`src/rtl/rv32i_prefetch_unit.sv`:
```
`default_nettype none
// ============================================================================
// Module   : rv32i_prefetch_unit
// Purpose  : Sequential instruction prefetcher. Issues word-aligned fetch
//            requests ahead of decode, keeps up to MAX_OUTSTANDING of them in
//            flight, buffers returned words in a FIFO_DEPTH-entry queue and
//            presents {instr, instr_pc, instr_err} on a valid/ready channel.
//            A redirect flushes the queue and discards responses that are
//            still owed for requests issued before it.
// Ports    : CLK, RST                  - clock, async active-high reset
//            stall                     - suppress new requests
//            redirect_valid/_pc        - restart fetch at a new address
//            req_valid/_ready/_addr    - fetch request to the arbiter
//            rsp_valid/_ready/_data/_err - in-order fetch responses
//            instr_valid/_ready        - decode handshake
//            instr, instr_pc, instr_err - queue head
// Revision : 1.0 - initial release
// ============================================================================
module rv32i_prefetch_unit #(
  parameter int                    DATA_WIDTH      = 32,
  parameter logic [DATA_WIDTH-1:0] BOOT_ADDR       = '0,
  parameter int                    FIFO_DEPTH      = 4,
  parameter int                    MAX_OUTSTANDING = 2
) (
  input  logic                  CLK,
  input  logic                  RST,
  input  logic                  stall,
  input  logic                  redirect_valid,
  input  logic [DATA_WIDTH-1:0] redirect_pc,
  output logic                  req_valid,
  input  logic                  req_ready,
  output logic [DATA_WIDTH-1:0] req_addr,
  input  logic                  rsp_valid,
  output logic                  rsp_ready,
  input  logic [DATA_WIDTH-1:0] rsp_data,
  input  logic                  rsp_err,
  output logic                  instr_valid,
  input  logic                  instr_ready,
  output logic [DATA_WIDTH-1:0] instr,
  output logic [DATA_WIDTH-1:0] instr_pc,
  output logic                  instr_err
);

  localparam int c_ptr_w = $clog2(FIFO_DEPTH);
  localparam int c_cnt_w = c_ptr_w + 1;
  localparam int c_sum_w = c_cnt_w + 1;
  localparam int c_tag_w = (MAX_OUTSTANDING > 1) ? $clog2(MAX_OUTSTANDING) : 1;

  localparam logic [c_sum_w-1:0] c_depth    = c_sum_w'(FIFO_DEPTH);
  localparam logic [c_cnt_w-1:0] c_max_out  = c_cnt_w'(MAX_OUTSTANDING);
  localparam logic [c_tag_w-1:0] c_tag_last = c_tag_w'(MAX_OUTSTANDING - 1);

  // r_fetch_pc is the address the *next raised* request will carry; it
  // advances when a request is raised so a request left pending across a
  // redirect keeps its own address while the new stream starts cleanly.
  logic [DATA_WIDTH-1:0] r_fetch_pc;
  logic                  r_req_valid;
  logic [DATA_WIDTH-1:0] r_req_addr;
  logic [c_cnt_w-1:0]    r_outstanding;
  logic [c_cnt_w-1:0]    r_discard;
  logic [c_cnt_w-1:0]    r_count;
  logic [c_ptr_w-1:0]    r_wr_ptr;
  logic [c_ptr_w-1:0]    r_rd_ptr;

  logic [DATA_WIDTH-1:0] r_q_instr [FIFO_DEPTH];
  logic [DATA_WIDTH-1:0] r_q_pc    [FIFO_DEPTH];
  logic                  r_q_err   [FIFO_DEPTH];

  // Addresses of accepted requests, in issue order, to tag responses.
  logic [DATA_WIDTH-1:0] r_tag [MAX_OUTSTANDING];
  logic [c_tag_w-1:0]    r_tag_wr;
  logic [c_tag_w-1:0]    r_tag_rd;

  logic                  w_req_fire;
  logic                  w_rsp_fire;
  logic                  w_push;
  logic                  w_pop;
  logic                  w_credit;
  logic                  w_raise;
  logic [c_cnt_w-1:0]    w_out_nxt;
  logic [c_cnt_w-1:0]    w_cnt_nxt;
  logic [c_cnt_w-1:0]    w_disc_redirect;
  logic [DATA_WIDTH-1:0] w_redirect_pc;

  assign w_req_fire = r_req_valid & req_ready;
  // A response with nothing outstanding is a protocol violation; ignore it.
  assign w_rsp_fire = rsp_valid & (r_outstanding != '0);
  assign w_push     = w_rsp_fire & (r_discard == '0) & ~redirect_valid;
  assign w_pop      = (r_count != '0) & instr_ready & ~redirect_valid;

  assign w_out_nxt  = r_outstanding + c_cnt_w'(w_req_fire) - c_cnt_w'(w_rsp_fire);
  assign w_cnt_nxt  = redirect_valid ? '0
                    : r_count + c_cnt_w'(w_push) - c_cnt_w'(w_pop);

  // Every response still owed for a pre-redirect request must be dropped:
  // those already in flight (less one answered now) plus a request that is
  // pending or being accepted this cycle. Old discards are a subset of the
  // in-flight count, so the new value replaces rather than adds.
  assign w_disc_redirect = r_outstanding - c_cnt_w'(w_rsp_fire) + c_cnt_w'(r_req_valid);

  // Queue space is reserved at issue: a new request needs one free slot
  // beyond everything already queued or in flight after this edge.
  assign w_credit = ((c_sum_w'(w_out_nxt) + c_sum_w'(w_cnt_nxt)) < c_depth) &&
                    (w_out_nxt < c_max_out);
  assign w_raise  = ~stall & ~redirect_valid & w_credit;

  assign w_redirect_pc = redirect_pc & ~DATA_WIDTH'(3);

  always_ff @(posedge CLK or posedge RST) begin
    if (RST) begin
      r_fetch_pc    <= BOOT_ADDR;
      r_req_valid   <= 1'b0;
      r_req_addr    <= BOOT_ADDR;
      r_outstanding <= '0;
      r_discard     <= '0;
      r_count       <= '0;
      r_wr_ptr      <= '0;
      r_rd_ptr      <= '0;
      r_tag_wr      <= '0;
      r_tag_rd      <= '0;
      for (int i = 0; i < FIFO_DEPTH; i++) begin
        r_q_instr[i] <= '0;
        r_q_pc[i]    <= '0;
        r_q_err[i]   <= 1'b0;
      end
      for (int i = 0; i < MAX_OUTSTANDING; i++) begin
        r_tag[i] <= '0;
      end
    end else begin
      r_outstanding <= w_out_nxt;
      r_count       <= w_cnt_nxt;

      // A raised request is held stable until accepted.
      if (!r_req_valid || req_ready) begin
        r_req_valid <= w_raise;
        if (w_raise) begin
          r_req_addr <= r_fetch_pc;
          r_fetch_pc <= r_fetch_pc + DATA_WIDTH'(4);
        end
      end
      if (redirect_valid) begin
        r_fetch_pc <= w_redirect_pc;
      end

      if (w_req_fire) begin
        r_tag[r_tag_wr] <= r_req_addr;
        r_tag_wr        <= (r_tag_wr == c_tag_last) ? '0 : r_tag_wr + c_tag_w'(1);
      end
      if (w_rsp_fire) begin
        r_tag_rd <= (r_tag_rd == c_tag_last) ? '0 : r_tag_rd + c_tag_w'(1);
      end

      if (redirect_valid) begin
        r_discard <= w_disc_redirect;
      end else if (w_rsp_fire && (r_discard != '0)) begin
        r_discard <= r_discard - c_cnt_w'(1);
      end

      if (redirect_valid) begin
        r_wr_ptr <= '0;
        r_rd_ptr <= '0;
      end else begin
        if (w_push) begin
          r_q_instr[r_wr_ptr] <= rsp_data;
          r_q_pc[r_wr_ptr]    <= r_tag[r_tag_rd];
          r_q_err[r_wr_ptr]   <= rsp_err;
          r_wr_ptr            <= r_wr_ptr + c_ptr_w'(1);
        end
        if (w_pop) begin
          r_rd_ptr <= r_rd_ptr + c_ptr_w'(1);
        end
      end
    end
  end

  always @(posedge CLK) begin
    if (!RST && rsp_valid) begin
      a_rsp_has_request: assert (r_outstanding != '0);
    end
  end

  assign req_valid   = r_req_valid;
  assign req_addr    = r_req_addr;
  assign rsp_ready   = 1'b1;
  assign instr_valid = (r_count != '0);
  assign instr       = r_q_instr[r_rd_ptr];
  assign instr_pc    = r_q_pc[r_rd_ptr];
  assign instr_err   = r_q_err[r_rd_ptr];

endmodule
`default_nettype wire

```
`config.mk`:
```
export PLATFORM = sky130hd
export DESIGN_NAME = rv32i_prefetch_unit
export DESIGN_NICKNAME = d
export VERILOG_FILES = /design/src/rtl/rv32i_prefetch_unit.sv
export SDC_FILE = /design/constraint.sdc
export NUM_CORES = 1
export LEC_CHECK = 0
export ABC_AREA = 1
export CAP_MARGIN = 20
export CELL_PAD_IN_SITES_DETAIL_PLACEMENT = 1
export CELL_PAD_IN_SITES_GLOBAL_PLACEMENT = 2
export CORE_MARGIN = 2
export CORE_UTILIZATION = 37
export CTS_CLUSTER_SIZE = 24
export DETAILED_ROUTE_END_ITERATION = 8
export PLACE_DENSITY = 0.88
export SETUP_SLACK_MARGIN = 0.15
export SYNTH_ARGS = -nofsm -noshare
export SYNTH_HDL_FRONTEND = slang
export SYNTH_SLANG_ARGS = --single-unit
```
`constraint.sdc`:
```
create_clock -name CLK -period 28.5 [get_ports CLK]
set_input_delay 8.55 -clock CLK [delete_from_list [all_inputs] [get_ports CLK]]
set_output_delay 8.55 -clock CLK [all_outputs]
set_load 0.005 [all_outputs]
```
# Word-level counts from Yosys, hierarchy flattened
# Cells that the tools add are included.
word_totals:
  ff_bits: 404
  latchBits: 0
  ramBits: 0
  romBits: 0
  elab_cells: 111
  n_memories: 0
classes:
  add_sub_neg: 13
  mul: 0
  div: 0
  order_cmp: 8
  eq_ne: 0
  shift: 0
  mux: 34
  bitwise_logic: 14
  n_reduce_logical: 18
op_table:
  columns: ["op", "n"]
  rows:
  - ["32-bit 2-to-1 mux", 12]
  - ["128-bit bitwise mux", 2]
  - ["32-bit binary-select mux with 2-bit select", 2]
  - ["64-bit bitwise mux", 1]
  - ["32-bit demux with 2-bit select", 1]
  - ["32-bit by 3-bit adder with 32-bit output, second input constant", 1]
  - ["32-bit demux with 1-bit select", 1]
  - ["2-bit nonzero test", 5]
  - ["3-bit by 1-bit adder with 3-bit output", 3]
  - ["3-bit 2-to-1 mux", 3]
  - ["3-bit nonzero test", 3]
  - ["3-bit by 1-bit subtractor with 3-bit output", 3]
  - ["1-bit bitwise AND", 8]
  - ["2-bit 2-to-1 mux", 4]
  - ["3-bit >= comparator, second input constant", 2]
  - ["2-bit inverter with 3-bit output", 2]
  - ["2-bit AND reduction", 3]
  - ["1-bit 2-to-1 mux", 5]
  - ["2-bit by 1-bit adder with 2-bit output, second input constant", 2]
  - ["3-bit by 3-bit adder with 4-bit output", 1]
  - ["4-bit bitwise mux", 1]
  - ["2-bit >= comparator, second input constant", 2]
  - ["1-bit logical AND", 4]
  - ["4-bit by 3-bit < comparator with 1-bit output, second input constant", 1]
  - ["other kinds (12)", 15]

# Depth between registers and ports, before layout
# Gate-level depths: netlist of the first run.
logic_depth:
  ltp_word: 14
  ltp_mapped: 23

# Worst setup path before layout of the first run
# Ideal clock, no wire load.
synth_path:
  path_kind: "input -> register"
  from: "input rsp_valid"
  to: "register r_fetch_pc[23]"
  t_arrival_ps: 11552
  required_ps: 28431
  slack_ps: 16879
  stages: 21
  n_path_buf: 4
  path_cell_list: "o21a_2 nand4_2 buf_2 clkbuf_1 ha_1 inv_1 ha_1 inv_1 fa_1 o21ai_0 a21oi_1 ha_1 nor2_1 nand3_1 nor2_1 nand3_1 inv_1 buf_2 buf_2 nand3_1 nand3_1"
synth_via:
  elab_chain_cells: 12
  elab_cells_between_ends: 14
  cone_classes: "add/sub: 4; order compare: 2; mux: 1; bitwise: 4; reduce/logical: 3"
synth_rtl:
  columns: ["element", "line", "rtl"]
  rows:
  - ["start: declaration", "33", "input logic rsp_valid,"]
  - ["1-bit bitwise AND", "87", "assign w_rsp_fire = rsp_valid & (r_outstanding != '0);"]
  - ["1-bit bitwise AND (2 in series)", "88", "assign w_push = w_rsp_fire & (r_discard == '0) & ~redirect_valid;"]
  - ["3-bit by 1-bit adder with 3-bit output", "93", ": r_count + c_cnt_w'(w_push) - c_cnt_w'(w_pop);"]
  - ["3-bit by 1-bit subtractor with 3-bit output", "93", null]
  - ["3-bit 2-to-1 mux", "92", "assign w_cnt_nxt = redirect_valid ? '0"]
  - ["via w_cnt_nxt[2]", "81", "logic [c_cnt_w-1:0] w_cnt_nxt;"]
  - ["3-bit by 3-bit adder with 4-bit output", "103", "assign w_credit = ((c_sum_w'(w_out_nxt) + c_sum_w'(w_cnt_nxt)) < c_depth) &&"]
  - ["4-bit by 3-bit < comparator with 1-bit output", "103", null]
  - ["1-bit logical AND", "103", null]
  - ["1-bit bitwise AND", "105", "assign w_raise = ~stall & ~redirect_valid & w_credit;"]
  - ["2-bit nonzero test (no source line)", null, null]
  - ["2-bit AND reduction (no source line)", null, null]
  - ["end signal: assignment", "138", "r_fetch_pc <= r_fetch_pc + DATA_WIDTH'(4);"]
  - ["end signal: assignment", "142", "r_fetch_pc <= w_redirect_pc;"]
  - ["end: declaration", "56", "logic [DATA_WIDTH-1:0] r_fetch_pc;"]
# The timed path passes the listed nets, and every way through them passes these cells.
# A chain may end at the register's enable or synchronous reset.

# Worst setup path after layout of the first run
layout_path:
  from: "register r_rd_ptr[0]"
  to: "output instr_pc[14]"
layout_via:
  elab_chain_cells: 4
layout_rtl:
  columns: ["element", "line", "rtl"]
  rows:
  - ["start: declaration", "63", "logic [c_ptr_w-1:0] r_rd_ptr;"]
  - ["start signal: assignment", "170", "r_rd_ptr <= r_rd_ptr + c_ptr_w'(1);"]
  - ["2-bit inverter with 3-bit output (not written as such)", "187", "assign instr_pc = r_q_pc[r_rd_ptr];"]
  - ["32-bit binary-select mux with 2-bit select", "187", null]
  - ["32-bit 2-to-1 mux (not written as such) (2 in series)", "187", null]
  - ["end: declaration", "40", "output logic [DATA_WIDTH-1:0] instr_pc,"]
# Every way passes these cells. The select of a mux whose other input is x is not followed.

==> metrics.cfg, run 1 <==
[status]
outcome = finished clean

[layout]
design_area_mm2 = 0.02176
mostFrequentLayoutCells = nand2_1 (844), o21ai_0 (489), dfrtp_1 (386), nor2_1 (164), clkdlybuf4s50_1 (164)
syn2layout_area_growth_pct = 18.95
finalNetCount = 2517
layout_commonest_cell = nand2_1
fillCellCount = 5930
fin_util_pct = 44.55
final_cell_count_no_fill = 3121
antenna_cells = 0
drive_gt1_share_pct = 4.355

[clock_tree]
clock-sinks = 388
hold_buffers = 0
cts_max_path_buffers = 3
cts_tree = yes
cts_buffers = 45
insertion_delay_ns = 0.58
postCtsSetupBuffers = 0
cts_resized = 0
h-tree-depth = 2
cts_root_buf = clkbuf_16
clkTransAtPathRegs_ns = 0.05

[grt]
grt_max_degree = 179
grt_pass1_wl_mm = 92.38
grt_pass1_vias = 17000
grt-ovfl-total = 0
antenna_found_initial = 1
grt_usage_pct = 22.77

[sta]
rsz0062_at_grt = false
fin_skew_ns = 0.02323
fin_hold_ws_ns = 0.4799
worst_slew_pin_slew_ns = 1.065
finalCritPeriodShare_pct = 43.56
period_needed_ns = 12.41
slew_headroom_pct = 29.01
final-setup-viol-count = 0
setup_ws_ns = 16.09
tns_ns = 0
fmax_mhz = 80.55
hold_viol = 0
timing.final.max_slew_violations = 0

[worst_setup_path]
cp-end-kind = output port
cp_max_fo = 72
arrival_ns = 3.86
start_kind = flip-flop
critPathKind = flip-flop to output port
cp.required_ns = 19.95

[floorplan]
die_w_um = 226.4
start_util_pct = 37.45
dieArea_mm2 = 0.05124
core_area_mm2 = 0.04885
die_height_um = 226.4
io_pins = 172
rows = 81

[flow_run]
maxCapViolCount = 0

[yosys]
yosys_warnings = 0
synth_seq_cells = 388
synth_cells = 2347
avgSynthCellArea_um2 = 7.795
synthesis.area_mm2 = 0.01829
yosysSeqAreaShare_pct = 53.07
synth.distinct_cells = 28

[placed_design]
place_ws_ns = 14.82
dpl.hpwl_mm = 33.29
placed_area_mm2 = 0.02034
portBuffers = 164
place_congestion = 0.7767
dpl.cell_count = 3041

[route]
vias_per_cell = 5.187
drc_errors = 0
ant_nets = 0
drtPass1Iterations = 5
vias = 16190
dr.first_iter.drc_count = 1183
wirelength_mm = 57.38
wl_per_cell_um = 18.38

[pwr]
ir_drop_v = 0.00004483
totalPowerFinal_mw = 2.050
power.leakage_nw = 11.05
power.density_mw_per_mm2 = 94.23

[min_path]
hold_class = flip-flop to flip-flop

==> sequential cells by signal, summed over array words and instances, names as in the netlist, 4 cells and up <==
register	count
req_addr	30
r_q_instr	128
r_q_pc	120
r_fetch_pc	30
r_tag	60
r_q_err	4
==> per-layer routing <==
layer  track usage, %  vias to the layer above  part of all wire [%]
met4            6.197                        2                   2.0
met1            29.60                     8102                    46
met3            3.421                       76                   3.8
li1                 -                     7748                     -
met5                0                        -                 0.016
met2            39.49                      262                    48
==> Yosys cell counts, drive strengths merged <==
library cell	n	share of area (%)
nand2	844	17
o21ai	489	13
dfrtp	388	53
nor2	168	3.5
clkbuf	118	2.4
inv	106	2.2
nand3	80	2.2
o22ai	64	2.2
buf	41	1.3
ha	15	1.0
nand4	8	0.31
xor2	6	0.29
clkinv	4	0.082
a21oi	3	0.082
fa	3	0.33
conb	2	0.041
or2	2	0.068
xnor2	2	0.096
and3	1	0.034
nand3b	1	0.041
nor3	1	0.027
o21a	1	0.048
==> critical path, stage by stage (launching register included) <==
cell and delay, ns:
dfrtp_4 0.66, clkinv_2 0.68, buf_4 0.80, o21ai_0 0.17
o22ai_1 0.36, clkdlybuf4s50_1 0.58
==> final cells by class <==
type / count / area (um2) / share of cell area (%)
Timing Repair Buffer: 189 / 1914 / 8.797
Clock buffer: 67 / 1279 / 5.876
Tap cell: 664 / 830.8 / 3.818
Multi-Input combinational cell: 1693 / 7543 / 34.67
Inverter: 110 / 421.7 / 1.938
Clock inverter: 10 / 57.56 / 0.2645
Sequential cell: 388 / 9714 / 44.64
==> report_power, final <==
part | switching [mW] | internal, mW | total [mW]
Clock | 0.230 | 0.308 | 0.538
Sequential | 0.0928 | 0.678 | 0.770
Combinational | 0.428 | 0.314 | 0.742
Total | 0.750 | 1.30 | 2.05
==> logic make-up after synthesis <==
kind of cell	Yosys count	synth area share (%)
buffers and inverters	269	5.937
AND/OR/NAND/NOR	1105	23.51
AO/OA/AOI/OAI	557	15.70
flip-flops	388	53.07
adder cells (fa/ha/maj)	18	1.354
XOR/XNOR	8	0.3830
other	2	0.04105
==> path summary, 6_finish.rpt <==
check	start	end	slack, ns	cells after the start
min in group asynchronous	RST	r_tag[29]$_DFFE_PP0P_	8.57	2
hold reg to reg	r_tag[40]$_DFFE_PP0P_	r_tag[40]$_DFFE_PP0P_	0.48	2
setup / recovery	r_rd_ptr[0]$_DFFE_PP0P_	instr_pc[14]	16.09	5
setup reg to reg	r_outstanding[1]$_DFF_PP0_	r_fetch_pc[25]$_DFFE_PP0P_	24.35	21
max in group asynchronous	RST	r_q_instr[82]$_DFFE_PP0P_	17.66	4
hold / removal	r_tag[40]$_DFFE_PP0P_	r_tag[40]$_DFFE_PP0P_	0.48	2
Power figures use the tool's default switching activity.
==> run 2: changes to the inputs <==
CORE_UTILIZATION = 31   (was 37)
PLACE_DENSITY = 0.79   (was 0.88)
clock period = 11.2 ns   (was 28.5 ns; I/O delays follow)
==> metrics.cfg, run 2 (same netlist as run 1, synthesis figures left out) <==
[sta]
fmax_mhz = 130.5
fin_skew_ns = 0.01205  ; -0.01118 ns
rsz0062_at_grt = false
tns_ns = 0  ; unchanged
hold_viol = 0  ; unchanged
final-setup-viol-count = 0  ; unchanged
period_needed_ns = 7.661
setup_ws_ns = 3.539  ; -12.55 ns
worst_slew_pin_slew_ns = 1.098  ; +0.03314 ns
slew_headroom_pct = 26.80  ; -2.2 points
timing.final.max_slew_violations = 0  ; unchanged
fin_hold_ws_ns = 0.4796  ; -0.0003510 ns
finalCritPeriodShare_pct = 68.40

[clock_tree]
clkTransAtPathRegs_ns = 0.05  ; about the same
clock-sinks = 388  ; unchanged
postCtsSetupBuffers = 0  ; unchanged
hold_buffers = 0  ; unchanged
cts_resized = 0  ; unchanged
h-tree-depth = 2  ; unchanged
cts_buffers = 47  ; +4.4%
cts_max_path_buffers = 3  ; unchanged
insertion_delay_ns = 0.58  ; about the same
cts_root_buf = clkbuf_16
cts_tree = yes

[floorplan]
io_pins = 172  ; unchanged
die_height_um = 246.9  ; +9.1%
core_area_mm2 = 0.05869  ; +20%
start_util_pct = 31.17  ; -6.3 points
dieArea_mm2 = 0.06097  ; +19%
die_w_um = 246.9  ; +9.1%
rows = 89  ; +9.9%

[grt]
grt_pass1_vias = 17380  ; +2.2%
grt_usage_pct = 19.87  ; -2.9 points
gr-usage-met1_pct = 26.04  ; -3.6 points
gr-usage-met3_pct = 2.518  ; -0.90 points
grt-ovfl-total = 0  ; unchanged
grt_max_degree = 258  ; +44%
grt-busiest-layer = met2
antenna_found_initial = 0  ; -1
grt_pass1_wl_mm = 96.17  ; +4.1%
grt_use_met2_pct = 34.13  ; -5.4 points

[min_path]
holdPathEnd = r_tag[22]$_DFFE_PP0P_
holdPathStages = 2  ; unchanged
hold_class = flip-flop to flip-flop
hold_path_startpoint = r_tag[22]$_DFFE_PP0P_

[pwr]
pwr-share-seq_pct = 36.2  ; -1.4 points
p_sw_share_pct = 36.09  ; -0.50 points
switchingPower_mw = 1.957  ; +160%
comb_power_share_pct = 35.3  ; -0.9 points
power.leakage_nw = 11.15  ; +0.91%
ir_drop_v = 0.0001100  ; +150%
power.density_mw_per_mm2 = 245.2  ; +160%
internal_power_mw = 3.465  ; +170%
totalPowerFinal_mw = 5.422  ; +160%
pwr-share-clk_pct = 28.5  ; +2.2 points

[route]
drtPass1Iterations = 7  ; +2
vias = 16230  ; +0.24%
drc_errors = 0  ; unchanged
ant_nets = 0  ; unchanged
wl_per_cell_um = 18.50  ; +0.65%
dr.first_iter.drc_count = 956  ; -19%
wirelength_mm = 59.82  ; +4.3%
vias_per_cell = 5.020  ; -3.2%

[worst_setup_path]
r2r_slack_ns = 6.64  ; -17.71 ns
timing.rr.end = r_fetch_pc[10]$_DFFE_PP0P_
critPathKind = input pin to flip-flop
cp-end-kind = flip-flop
arrival_ns = 8.12  ; +4.26 ns
start_kind = input pin
cp_max_fo = 44  ; -39%
cp.required_ns = 11.66  ; -8.29 ns
r2r-start = r_outstanding[1]$_DFF_PP0_
r2r_cells = 20  ; -4.8%

[layout]
fin_util_pct = 37.68  ; -6.9 points
largest_reg_flops = 128  ; unchanged
final_cell_count_no_fill = 3233  ; +3.6%
top_register = r_q_instr
design_area_mm2 = 0.02211  ; +1.6%
syn2layout_area_growth_pct = 20.88
reg_top3 = r_q_instr x128, r_q_pc x120, r_tag x60
drive_gt1_share_pct = 4.675  ; +0.32 points
layout_commonest_cell = nand2_1
fillCellCount = 6969  ; +18%
antenna_cells = 0  ; unchanged
mostFrequentLayoutCells = nand2_1 (844), o21ai_0 (489), dfrtp_1 (386), nor2_1 (164), clkdlybuf4s50_1 (164)
finalNetCount = 2519  ; +0.079%

[placed_design]
place_ws_ns = 2.892  ; -11.93 ns
place_congestion = 0.7724  ; -0.55%
placed_area_mm2 = 0.02050  ; +0.79%
dpl.hpwl_mm = 34.63  ; +4.0%
dpl.cell_count = 3150  ; +3.6%
portBuffers = 164  ; unchanged

[status]
outcome = finished clean

[flow_run]
maxCapViolCount = 0  ; unchanged

[run 2: cell types whose count changed in the layout (fill, tap and decap cells not counted), moves of 2 or more]
cell,change
bufinv_16,+5
clkbuf_1,-5
buf_12,+3
buf_4,-2
clkbuf_16,+2
clkbuf_8,+2
[run 2: how the worst max path moves through the flow]
stage,depth (start not counted),endpoint,slack [ns],from
floorplan,1,r_count[0]$_DFF_PP0_,2.62,RST
global placement,21,r_fetch_pc[9]$_DFFE_PP0P_,2.95,redirect_valid
detailed placement,21,r_fetch_pc[5]$_DFFE_PP0P_,2.89,redirect_valid
CTS,21,r_fetch_pc[10]$_DFFE_PP0P_,3.48,redirect_valid
global route,21,r_fetch_pc[10]$_DFFE_PP0P_,3.10,redirect_valid
finish,21,r_fetch_pc[10]$_DFFE_PP0P_,3.54,redirect_valid
[run 2: area by class of cell]
type	instances	area (um2)	area share (%)
clock inverter	14	198.9	0.8996
timing repair buffer	189	1932	8.736
clock buffer	66	1338	6.048
multi-input combinational	1693	7543	34.11
sequential	388	9714	43.93
tap	773	967.2	4.374
inverter	110	420.4	1.901
[run 2: critical path, stage by stage]
cell             delay (ns)
clkdlybuf4s50_1        0.39
buf_4                  0.27
inv_1                  0.10
buf_4                  0.32
nand4_4                0.17
ha_1                   0.32
inv_1                  0.06
ha_1                   0.13
inv_1                  0.05
fa_1                   0.39
o21ai_0                0.19
a21oi_1                0.09
ha_1                   0.28
nor2_1                 0.10
nand3_1                0.07
nor2_1                 0.16
nand3_2                0.67
nand2_1                0.47
inv_1                  0.29
nand2_1                0.14
nand3_1                0.07
[run 2: power groups by stage]
stage	Clock, mW	Combinational, mW	Sequential (mW)
3_3_place_gp	0	1.89	1.97
3_5_place_dp	0	1.94	1.99
5_1_grt	1.64	2.16	2.01
6_report	1.55	1.91	1.96
2_1_floorplan	0	0.999	1.90
4_1_cts	1.59	1.95	1.97
[run 2: layer usage]
layer	up-vias	routed length [um]
li1	7746	-
met1	8129	27330
met2	262	28800
met3	92	2213
met4	0	1475
met5	-	0
==> run 3: changes to the inputs <==
clock period = 6.85 ns   (was 11.2 ns; I/O delays follow)
==> metrics.cfg, run 3 (same netlist as run 1, synthesis figures left out) <==
[floorplan]
die_height_um = 246.9  ; unchanged
start_util_pct = 31.17  ; unchanged
dieArea_mm2 = 0.06097  ; unchanged
io_pins = 172  ; unchanged
die_w_um = 246.9  ; unchanged
core_area_mm2 = 0.05869  ; unchanged
rows = 89  ; unchanged

[pwr]
power.density_mw_per_mm2 = 402.7  ; +64%
power.leakage_nw = 11.22  ; +0.64%
ir_drop_v = 0.0001661  ; +51%
totalPowerFinal_mw = 8.954  ; +65%

[grt]
grt_usage_pct = 19.84  ; -0.026 points
grt_pass1_wl_mm = 95.88  ; -0.31%
grt-ovfl-total = 0  ; unchanged
antenna_found_initial = 0  ; unchanged
grt_max_degree = 182  ; -29%
grt_pass1_vias = 17090  ; -1.6%

[layout]
syn2layout_area_growth_pct = 21.54
antenna_cells = 0  ; unchanged
layout_commonest_cell = nand2_1
fin_util_pct = 37.89  ; +0.20 points
largest_reg_flops = 128  ; unchanged
top_register = r_q_instr
drive_gt1_share_pct = 5.340  ; +0.67 points
mostFrequentLayoutCells = nand2_1 (844), o21ai_0 (489), dfrtp_1 (386), nor2_1 (164), clkdlybuf4s50_1 (164)
reg_top3 = r_q_instr x128, r_q_pc x120, r_tag x60
finalNetCount = 2525  ; +0.24%

[min_path]
hold_class = flip-flop to flip-flop

[clock_tree]
h-tree-depth = 2  ; unchanged
cts_resized = 0  ; unchanged
insertion_delay_ns = 0.59  ; about the same
cts_tree = yes
hold_buffers = 0  ; unchanged
cts_root_buf = clkbuf_16
cts_buffers = 47  ; unchanged
postCtsSetupBuffers = 0  ; unchanged
cts_max_path_buffers = 3  ; unchanged
clkTransAtPathRegs_ns = 0.06  ; about the same
clock-sinks = 388  ; unchanged

[worst_setup_path]
critical_path.most_common_cell = inv_1
slowest_delay_ns = 0.64  ; -0.03 ns
arrival_ns = 5.97  ; -2.15 ns
path_cells = clkdlybuf4s50_1, inv_1, nand4_4, ha_1, inv_1, ha_1, inv_1, fa_1, o21ai_0, a21oi_1, ha_1, nor2_1, nand3_1, nor2_1, nand3_2, nand2_1, inv_1, nand2_1, nand3_1
path_buf_inv = 5  ; -2
cp-end-kind = flip-flop
critPathKind = input pin to flip-flop
critical-path-slowest-cell = clkdlybuf4s50_1
cp.required_ns = 7.30  ; -4.36 ns
cpLargestDelayFamily = simple AND/OR/NAND/NOR gates
cp_max_fo = 25  ; -43%
start_kind = input pin

[placed_design]
place_ws_ns = 0.7039  ; -2.188 ns
portBuffers = 164  ; unchanged
place_congestion = 0.7961  ; +3.1%
dpl.hpwl_mm = 35.94  ; +3.8%

[route]
wirelength_mm = 60.31  ; +0.81%
drc_errors = 0  ; unchanged
ant_nets = 0  ; unchanged
vias_per_cell = 5.001  ; -0.38%
dr.first_iter.drc_count = 889  ; -7.0%
drtPass1Iterations = 5  ; -2
vias = 16230  ; -0.012%
wl_per_cell_um = 18.58  ; +0.44%

[sta]
rsz0062_at_grt = false
fmax_mhz = 181.2
slew_headroom_pct = 32.35  ; +5.5 points
timing.final.max_slew_violations = 0  ; unchanged
period_needed_ns = 5.520
hold_viol = 0  ; unchanged
final-setup-viol-count = 0  ; unchanged
finalCritPeriodShare_pct = 80.59
fin_skew_ns = 0.01912  ; +0.007070 ns
tns_ns = 0  ; unchanged
worst_slew_pin_slew_ns = 1.015  ; -0.08315 ns
setup_ws_ns = 1.330  ; -2.209 ns

[status]
outcome = finished clean

[flow_run]
maxCapViolCount = 0  ; unchanged

run 3: cell types whose count changed in the layout (fill, tap and decap cells not counted), moves of 3 or more:
cell	before	now
clkbuf_8	9	14
clkinv_2	9	16
clkbuf_1	10	5
buf_4	18	26
inv_2	5	2
run 3: report_power, final:
part	switching [mW]	internal [mW]
clock	1.02	1.60
sequential	0.400	2.82
combinational	1.81	1.31
total	3.23	5.73
run 3: layout make-up:
| class | instances | area [um2] |
|---|---|---|
| clock buffers | 68 | 1438 |
| fillers | 7017 | 36450 |
| flip-flops and latches | 388 | 9714 |
| repair buffers | 195 | 1952 |
| well taps | 773 | 967.2 |
| inverters | 110 | 424.2 |
| multi-input cells | 1693 | 7543 |
| clock inverters | 18 | 195.2 |
run 3: per-stage QoR:
step,area [um2],hold WS (ns),instances
5_1_grt,22230,0.5078,3245
2_1_floorplan,18310,0.4529,2350
3_3_place_gp,20550,0.4649,3157
4_1_cts,22180,0.4878,3243
6_report,22230,0.4830,3245
3_5_place_dp,20550,0.4731,3157
run 3: worst paths after layout:
kind	startpoint	slack, ns	depth (start not counted)	endpoint
worst max-delay path	redirect_valid	1.33	19	r_fetch_pc[5]$_DFFE_PP0P_
min in group asynchronous	RST	1.90	2	r_tag[58]$_DFFE_PP0P_
worst max register to register	r_outstanding[1]$_DFF_PP0_	2.80	20	r_fetch_pc[5]$_DFFE_PP0P_
max in group asynchronous	RST	3.59	3	r_q_instr[121]$_DFFE_PP0P_
worst min-delay path	r_tag[9]$_DFFE_PP0P_	0.48	2	r_tag[9]$_DFFE_PP0P_
worst min register to register	r_tag[9]$_DFFE_PP0P_	0.48	2	r_tag[9]$_DFFE_PP0P_
run 3: worst reg2reg max path, cell delays in order (launching register included):
cell     delay, ns
dfrtp_1       0.44
inv_2         0.11
nand2_1       0.08
o21a_2        0.27
ha_1          0.29
inv_1         0.04
ha_1          0.18
fa_1          0.38
inv_1         0.07
nand3_1       0.08
nand2_1       0.14
inv_1         0.08
ha_1          0.29
nor2_1        0.10
nand3_1       0.08
nor2_1        0.17
nand3_2       0.36
nand2_1       0.28
inv_1         0.26
nand2_1       0.14
nand3_1       0.09
run 3: layer usage:
| layer | vias up | share of wire (%) | GRT usage [%] |
|---|---|---|---|
| li1 | 7764 | - | - |
| met1 | 8085 | 45 | 26.05 |
| met2 | 295 | 48 | 34.03 |
| met3 | 83 | 4.0 | 2.974 |
| met4 | 0 | 2.3 | 5.227 |
| met5 | - | 0 | 0 |
